[src/rtl/wb_arbiter_if.sv]
// Writeback arbiter bus: ALU and load result inputs plus the RegFile write port.
interface wb_arbiter_if;
    logic        alu_valid;
    logic        alu_ready;
    logic [4:0]  alu_rd;
    logic [31:0] alu_dat;
    logic        ld_valid;
    logic        ld_ready;
    logic [4:0]  ld_rd;
    logic [31:0] ld_dat;
    logic [4:0]  rd;
    logic        wen;
    logic [31:0] Rd_dat;
    logic [31:0] busy_mask;

    modport master (
        output alu_valid, alu_rd, alu_dat, ld_valid, ld_rd, ld_dat,
        input  alu_ready, ld_ready, rd, wen, Rd_dat, busy_mask
    );

    modport slave (
        input  alu_valid, alu_rd, alu_dat, ld_valid, ld_rd, ld_dat,
        output alu_ready, ld_ready, rd, wen, Rd_dat, busy_mask
    );
endinterface

[src/rtl/wb_arbiter.sv]
// Writeback arbiter: ALU results win, loads go through a FIFO with anti-starvation.
// Define WB_BUSY_MASK_EN to build per-register pending-write tracking on busy_mask.
module wb_arbiter #(
    parameter int LD_DEPTH   = 4,
    parameter int STARVE_MAX = 3
) (
    input  logic         clk,
    input  logic         rst,
    wb_arbiter_if.slave  bus
);
    localparam int AW = $clog2(LD_DEPTH);
    localparam int CW = AW + 1;
    localparam int SW = $clog2(STARVE_MAX + 2);

    logic [4:0]    r_fifo_rd  [LD_DEPTH];
    logic [31:0]   r_fifo_dat [LD_DEPTH];
    logic [AW-1:0] r_wptr, r_rptr;
    logic [CW-1:0] r_count;
    logic [SW-1:0] r_starve;
    logic          r_wen;
    logic [4:0]    r_rd;
    logic [31:0]   r_dat;

    logic          w_full, w_nonempty, w_force;
    logic          w_alu_win, w_pop, w_push, w_win;
    logic [4:0]    w_win_rd;
    logic [31:0]   w_win_dat;

    assign w_full     = (r_count == CW'(LD_DEPTH));
    assign w_nonempty = (r_count != '0);
    assign w_force    = w_nonempty && (r_starve == SW'(STARVE_MAX));
    assign w_alu_win  = bus.alu_valid && !w_force;
    assign w_pop      = !w_alu_win && w_nonempty;
    assign w_push     = bus.ld_valid && !w_full;
    assign w_win      = w_alu_win || w_pop;
    assign w_win_rd   = w_alu_win ? bus.alu_rd  : r_fifo_rd[r_rptr];
    assign w_win_dat  = w_alu_win ? bus.alu_dat : r_fifo_dat[r_rptr];

    assign bus.alu_ready = !w_force;
    assign bus.ld_ready  = !w_full;
    assign bus.rd        = r_rd;
    assign bus.wen       = r_wen;
    assign bus.Rd_dat    = r_dat;

    always_ff @(posedge clk) begin
        if (w_push) begin
            r_fifo_rd[r_wptr]  <= bus.ld_rd;
            r_fifo_dat[r_wptr] <= bus.ld_dat;
        end
    end

    always_ff @(posedge clk) begin
        if (rst) begin
            r_wptr   <= '0;
            r_rptr   <= '0;
            r_count  <= '0;
            r_starve <= '0;
            r_wen    <= 1'b0;
            r_rd     <= '0;
            r_dat    <= '0;
        end else begin
            if (w_push) r_wptr <= r_wptr + AW'(1);
            if (w_pop)  r_rptr <= r_rptr + AW'(1);
            r_count <= r_count + CW'(w_push) - CW'(w_pop);
            // The head only accrues losses while it actually waits behind the ALU.
            if (!w_nonempty || w_pop)
                r_starve <= '0;
            else if (w_alu_win && r_starve != SW'(STARVE_MAX))
                r_starve <= r_starve + SW'(1);
            r_wen <= w_win && (w_win_rd != 5'd0);
            if (w_win) begin
                r_rd  <= w_win_rd;
                r_dat <= w_win_dat;
            end
        end
    end

`ifdef WB_BUSY_MASK_EN
    logic [LD_DEPTH-1:0] r_vld, w_vld_nxt;
    logic [31:0]         r_busy, w_busy_nxt;
    logic [4:0]          w_ent_rd;

    // Mask is built from post-edge FIFO and output-register contents.
    always_comb begin
        w_vld_nxt  = r_vld;
        w_busy_nxt = '0;
        w_ent_rd   = '0;
        if (w_pop)  w_vld_nxt[r_rptr] = 1'b0;
        if (w_push) w_vld_nxt[r_wptr] = 1'b1;
        for (int i = 0; i < LD_DEPTH; i++) begin
            w_ent_rd = (w_push && r_wptr == AW'(i)) ? bus.ld_rd : r_fifo_rd[i];
            if (w_vld_nxt[i]) w_busy_nxt[w_ent_rd] = 1'b1;
        end
        if (w_win && w_win_rd != 5'd0) w_busy_nxt[w_win_rd] = 1'b1;
        w_busy_nxt[0] = 1'b0;
    end

    always_ff @(posedge clk) begin
        if (rst) begin
            r_vld  <= '0;
            r_busy <= '0;
        end else begin
            r_vld  <= w_vld_nxt;
            r_busy <= w_busy_nxt;
        end
    end

    assign bus.busy_mask = r_busy;
`else
    assign bus.busy_mask = 32'h0;
`endif
endmodule

[src/flat_wrapper.sv]
// flat-port wrapper written by rule: the top's interface ports become plain ports
module wb_arbiter_flat 
#(
    parameter int LD_DEPTH   = 4,
    parameter int STARVE_MAX = 3
)
  (clk, rst, bus_alu_valid, bus_alu_rd, bus_alu_dat, bus_ld_valid, bus_ld_rd, bus_ld_dat, bus_alu_ready, bus_ld_ready, bus_rd, bus_wen, bus_Rd_dat, bus_busy_mask);
  wb_arbiter_if bus_i ();
  input  logic clk;
  input  logic rst;
  input wire logic [$bits(bus_i.alu_valid)-1:0] bus_alu_valid;
  input wire logic [$bits(bus_i.alu_rd)-1:0] bus_alu_rd;
  input wire logic [$bits(bus_i.alu_dat)-1:0] bus_alu_dat;
  input wire logic [$bits(bus_i.ld_valid)-1:0] bus_ld_valid;
  input wire logic [$bits(bus_i.ld_rd)-1:0] bus_ld_rd;
  input wire logic [$bits(bus_i.ld_dat)-1:0] bus_ld_dat;
  output wire logic [$bits(bus_i.alu_ready)-1:0] bus_alu_ready;
  output wire logic [$bits(bus_i.ld_ready)-1:0] bus_ld_ready;
  output wire logic [$bits(bus_i.rd)-1:0] bus_rd;
  output wire logic [$bits(bus_i.wen)-1:0] bus_wen;
  output wire logic [$bits(bus_i.Rd_dat)-1:0] bus_Rd_dat;
  output wire logic [$bits(bus_i.busy_mask)-1:0] bus_busy_mask;
  assign bus_i.alu_valid = bus_alu_valid;
  assign bus_i.alu_rd = bus_alu_rd;
  assign bus_i.alu_dat = bus_alu_dat;
  assign bus_i.ld_valid = bus_ld_valid;
  assign bus_i.ld_rd = bus_ld_rd;
  assign bus_i.ld_dat = bus_ld_dat;
  assign bus_alu_ready = bus_i.alu_ready;
  assign bus_ld_ready = bus_i.ld_ready;
  assign bus_rd = bus_i.rd;
  assign bus_wen = bus_i.wen;
  assign bus_Rd_dat = bus_i.Rd_dat;
  assign bus_busy_mask = bus_i.busy_mask;
  wb_arbiter #(.LD_DEPTH(LD_DEPTH), .STARVE_MAX(STARVE_MAX)) u_core (.clk(clk), .rst(rst), .bus(bus_i));
endmodule
[config.mk]
export PLATFORM = sky130hd
export DESIGN_NAME = wb_arbiter_flat
export DESIGN_NICKNAME = d
export VERILOG_FILES = /design/src/rtl/wb_arbiter_if.sv /design/src/rtl/wb_arbiter.sv /design/src/flat_wrapper.sv
export SDC_FILE = /design/constraint.sdc
export NUM_CORES = 1
export LEC_CHECK = 0
export CAP_MARGIN = 5
export CORE_ASPECT_RATIO = 1.25
export CORE_MARGIN = 5
export CORE_UTILIZATION = 47
export CTS_CLUSTER_SIZE = 16
export DETAILED_ROUTE_END_ITERATION = 8
export HOLD_SLACK_MARGIN = 0.02
export MAX_ROUTING_LAYER = met4
export PLACE_DENSITY = 0.81
export SYNTH_ARGS = -nofsm -noshare
export SYNTH_HDL_FRONTEND = slang
export SYNTH_SLANG_ARGS = --single-unit
[constraint.sdc]
create_clock -name clk -period 2.47 [get_ports clk]
set_input_delay 0.3705 -clock clk [delete_from_list [all_inputs] [get_ports clk]]
set_output_delay 0.3705 -clock clk [all_outputs]
set_load 0.005 [all_outputs]
==> metrics.md <==
| Metric | Value |
|---|---|
| Count of state elements after synthesis | approximately 200 |
| Gate power share | between 20% and 30% |
| Most frequent cells in the layout | edfxtp_1 (148), clkdlybuf4s50_1 (114), nor2_1 (50), dfxtp_1 (47), mux4_2 (36) |
| Data arrival, critical path | about 2.6 ns |
| CP delay by family, top | adder cells |
| Grt total ovfl | 0 |
| YS warnings | 0 |
| Mapped Cells | 502 |
| Core ar. | 16700 um^2 |
| Hold worst-path end | u_core.r_starve[0] |
| Buffers on Ports | between 100 and 150 |
| Crit path max-delay cell type | dfxtp_2 |
| LEAKAGE | ~3.4 nW |
| Crit Path Max Fanout | 2 |
| Synth Area per Inst | 15.7 um^2 |
| DRC | 0 |
| Unique masters post-synth | 34 |
| Final setup fails | 0 |
| Post-Syn Area | 7900 um^2 |
| Vias/cell | 5.41 |
| Hold depth | 1 |
| Placed cell area | a little over 9000 um^2 |
| Worst-Skew Late Latency | around 0.43 ns |
| Pin count of the biggest net entering global routing | between 40 and 50 |
| Initial antenna violation count | 0 |
| Worst R2R Path Depth | 12 |
| CTS tree | built |
| Hold Vio Cnt, Final | 0 |
| Dpl cells | between 800 and 900 |
| Startpoint Class | flip-flop |
| Register-to-register setup slack | 0.15 ns |
| Fillers | between 1000 and 1500 |
| Wirelength, routed | 17000 um |
| Layout cells sized above 1 | 16.8% |
| Period minus WS final | ~2.3 ns |
| Max-cap viol count | 0 |
| Via count | between 4000 and 5000 |
| WP buf/inv | 2 |
| First-pass DRT Iterations | 4 |
| Remaining antenna violation count | 0 |
| Actual transition at the worst max-transition pin | just under 1 ns |
| Setup_tns | 0 ns |
| Int Power | roughly 6.8 mW |
| GRT Resource Usage Total | a little under a fifth |
| Slew margin rel. | 34.5% |
| Wire per inst | between 15 and 20 um |
| Util after Layout | roughly 59% |
| Switching power | around 2.6 mW |
| Die width | roughly 130 um |
| Slew Limit Fails | 0 |
| Dpl hpwl | between 10000 and 15000 um |
| Crit path top cell by count | ha_1 |
| Syn-to-layout area delta | 25.6% |
| # rows | 53 |
| ANT cells | 0 |
| Seq pwr share | about 46% |
| Clock transition at path regs | about 0.060 ns |
| Commonest non-fill, non-tap cell in the layout | edfxtp_1 |
| Reg2reg end | u_core.r_count[2] |
| Clock root buffer master | clkbuf_16 |
| Nets@finish | 712 |
| Post-Layout Cell Count | between 800 and 900 |
| Global-route wire length before repair | about 27000 um |
| RSZ-0062 raised after global routing | false |
| CTS buffer count | 17 |
| Clock Tree Buf Depth | 2 |
| Crit path kind | reg2reg |
| Largest vdd supply drop | 0.516 mV |
| Seq/Total Area, Yosys | 68.9% |
| CP required | 2.73 ns |
| Clock skew | around 0.013 ns |
| Io pins | 150 |
| FF-to-FF Start | u_core.r_starve[0] |
| Worst hold margin | ~0.4 ns |
| Status | finished clean |
| Number of global-route vias before repair | 4975 |
| CTS Hold Bufs | 0 |
| Cell breakdown of the critical path | ha_1 > ha_2 > o31ai_4 > a21oi_2 > ha_1 > inv_1 > ha_1 > inv_1 > fa_2 > xor2_1 > xnor2_1 > nor2_1 |
| Final Wtd Congestion | about 0.78 |
| Tightest Hold Check Type | reg2reg |
| Design area | 9920 um^2 |
| Setup crit end kind | flip-flop |
| Min-delay src | u_core.r_starve[0] |
| # H-tree levels | 4 |
| # clock sinks | 198 |
| PwrDens | roughly 950 nW/um^2 |
| Initial core utilization | 47.3% |
| FMAX | approximately 430 MHz |
| Tcrit/Tclk final | roughly 94% |
| Die Y | around 150 um |
| Sw Share | 27.5% |
| Max stage delay on crit path | 0.33 ns |
| Clk network pwr share | slightly below 30% |
| Die ar. | about 20000 um^2 |
| DR iter-0 viols | 277 |
==> area by class of cell <==
class / count / area (um^2) / area share [%]
tap: 220 / 275 / 2.77
timing repair buffer: 137 / 1410 / 14.2
clock buffer: 17 / 425 / 4.29
inverter: 9 / 33.8 / 0.340
sequential: 198 / 5450 / 54.9
multi-input combinational: 262 / 2140 / 21.6
clock inverter: 15 / 186 / 1.88
==> flip-flops by register name, indices dropped and copies added, names as in the netlist, named ones only <==
| register | cells |
|---|---|
| u_core.bus.Rd_dat | 32 |
| u_core.bus.rd | 5 |
| u_core.r_count | 3 |
| u_core.bus.wen | 1 |
| u_core.r_wptr | 2 |
| u_core.r_rptr | 2 |
| u_core.r_fifo_dat | 128 |
| u_core.r_fifo_rd | 20 |
| u_core.r_starve | 3 |
==> routing by layer <==
layer | up-vias | track usage, % | part of all wire (%)
met5 | - | - | 0
met2 | 192 | 30.7 | 53
li1 | 2104 | - | -
met4 | 0 | 8.69 | 3.4
met1 | 2301 | 20.9 | 38
met3 | 42 | 3.85 | 6.1
==> worst reg2reg max path, stage by stage, from the launching register on <==
cell	delay [ns]
dfxtp_2	0.33
ha_1	0.15
ha_2	0.20
o31ai_4	0.09
a21oi_2	0.17
ha_1	0.26
inv_1	0.07
ha_1	0.13
inv_1	0.05
fa_2	0.33
xor2_1	0.16
xnor2_1	0.18
nor2_1	0.06
==> synthesized netlist by cell type (all sizes together) <==
master / count / area share (%)
mux2i: 2 / 0.25
a21boi: 3 / 0.33
nor2b: 1 / 0.079
fa: 1 / 0.25
or4: 1 / 0.095
a31oi: 1 / 0.079
conb: 1 / 0.047
nand3: 32 / 2.0
clkbuf: 12 / 0.59
nand2b: 1 / 0.079
nand2: 35 / 1.7
edfxtp: 148 / 56
buf: 52 / 4.7
o31ai: 1 / 0.27
and2: 4 / 0.32
nor2: 50 / 2.4
a2111oi: 2 / 0.38
xnor2: 4 / 0.44
ha: 8 / 1.3
a311oi: 32 / 3.5
nor3: 1 / 0.13
a21oi: 3 / 0.19
inv: 9 / 0.43
dfxtp: 50 / 13
a211oi: 6 / 0.57
mux4: 37 / 11
xor2: 1 / 0.11
and3: 4 / 0.32
==> kinds of logic after synthesis <==
kind of cell | count (synthesis) | synth area share [%]
flops | 198 | 68.9
simple gates | 129 | 7.08
buf+inv | 73 | 5.70
compound gates | 48 | 5.37
mux | 39 | 10.8
fa+ha+maj | 9 | 1.52
xor+xnor | 5 | 0.554
other cells | 1 | 0.0474
==> timing repair <==
item	in CTS	in global routing
setup buffers	0	1
gates resized for setup	5	3
pin swaps	0	4
setup endpoints to repair	2	1
==> worst max path at each step <==
stage / start / endpoint / depth (start not counted)
final: u_core.r_starve[0] / u_core.r_count[2] / 12
after global routing: u_core.r_starve[0] / u_core.r_count[2] / 12
after CTS: u_core.r_starve[0] / u_core.r_count[2] / 12
after detailed placement: u_core.r_starve[0] / u_core.r_count[2] / 12
after global placement: u_core.r_starve[0] / u_core.r_count[2] / 12
after floorplan: u_core.r_starve[0] / u_core.r_count[2] / 13
==> power groups by stage <==
stage | clock, mW | sequential (mW) | combinational [mW]
6_report | 2.80 | 4.34 | 2.30
5_1_grt | 3.00 | 4.39 | 2.51
4_1_cts | 2.85 | 4.35 | 2.32
3_5_place_dp | 0 | 4.42 | 2.29
3_3_place_gp | 0 | 4.37 | 2.21
2_1_floorplan | 0 | 4.35 | 1.43
==> through the flow <==
step	worst slack, ns	total power [mW]
after floorplan	0.0646	5.78
after global placement	0.127	6.58
after detailed placement	0.00757	6.71
after CTS	0.0265	9.52
after global routing	0.0371	9.90
final	0.154	9.44
No activity file was read; power rests on OpenSTA's default activity.
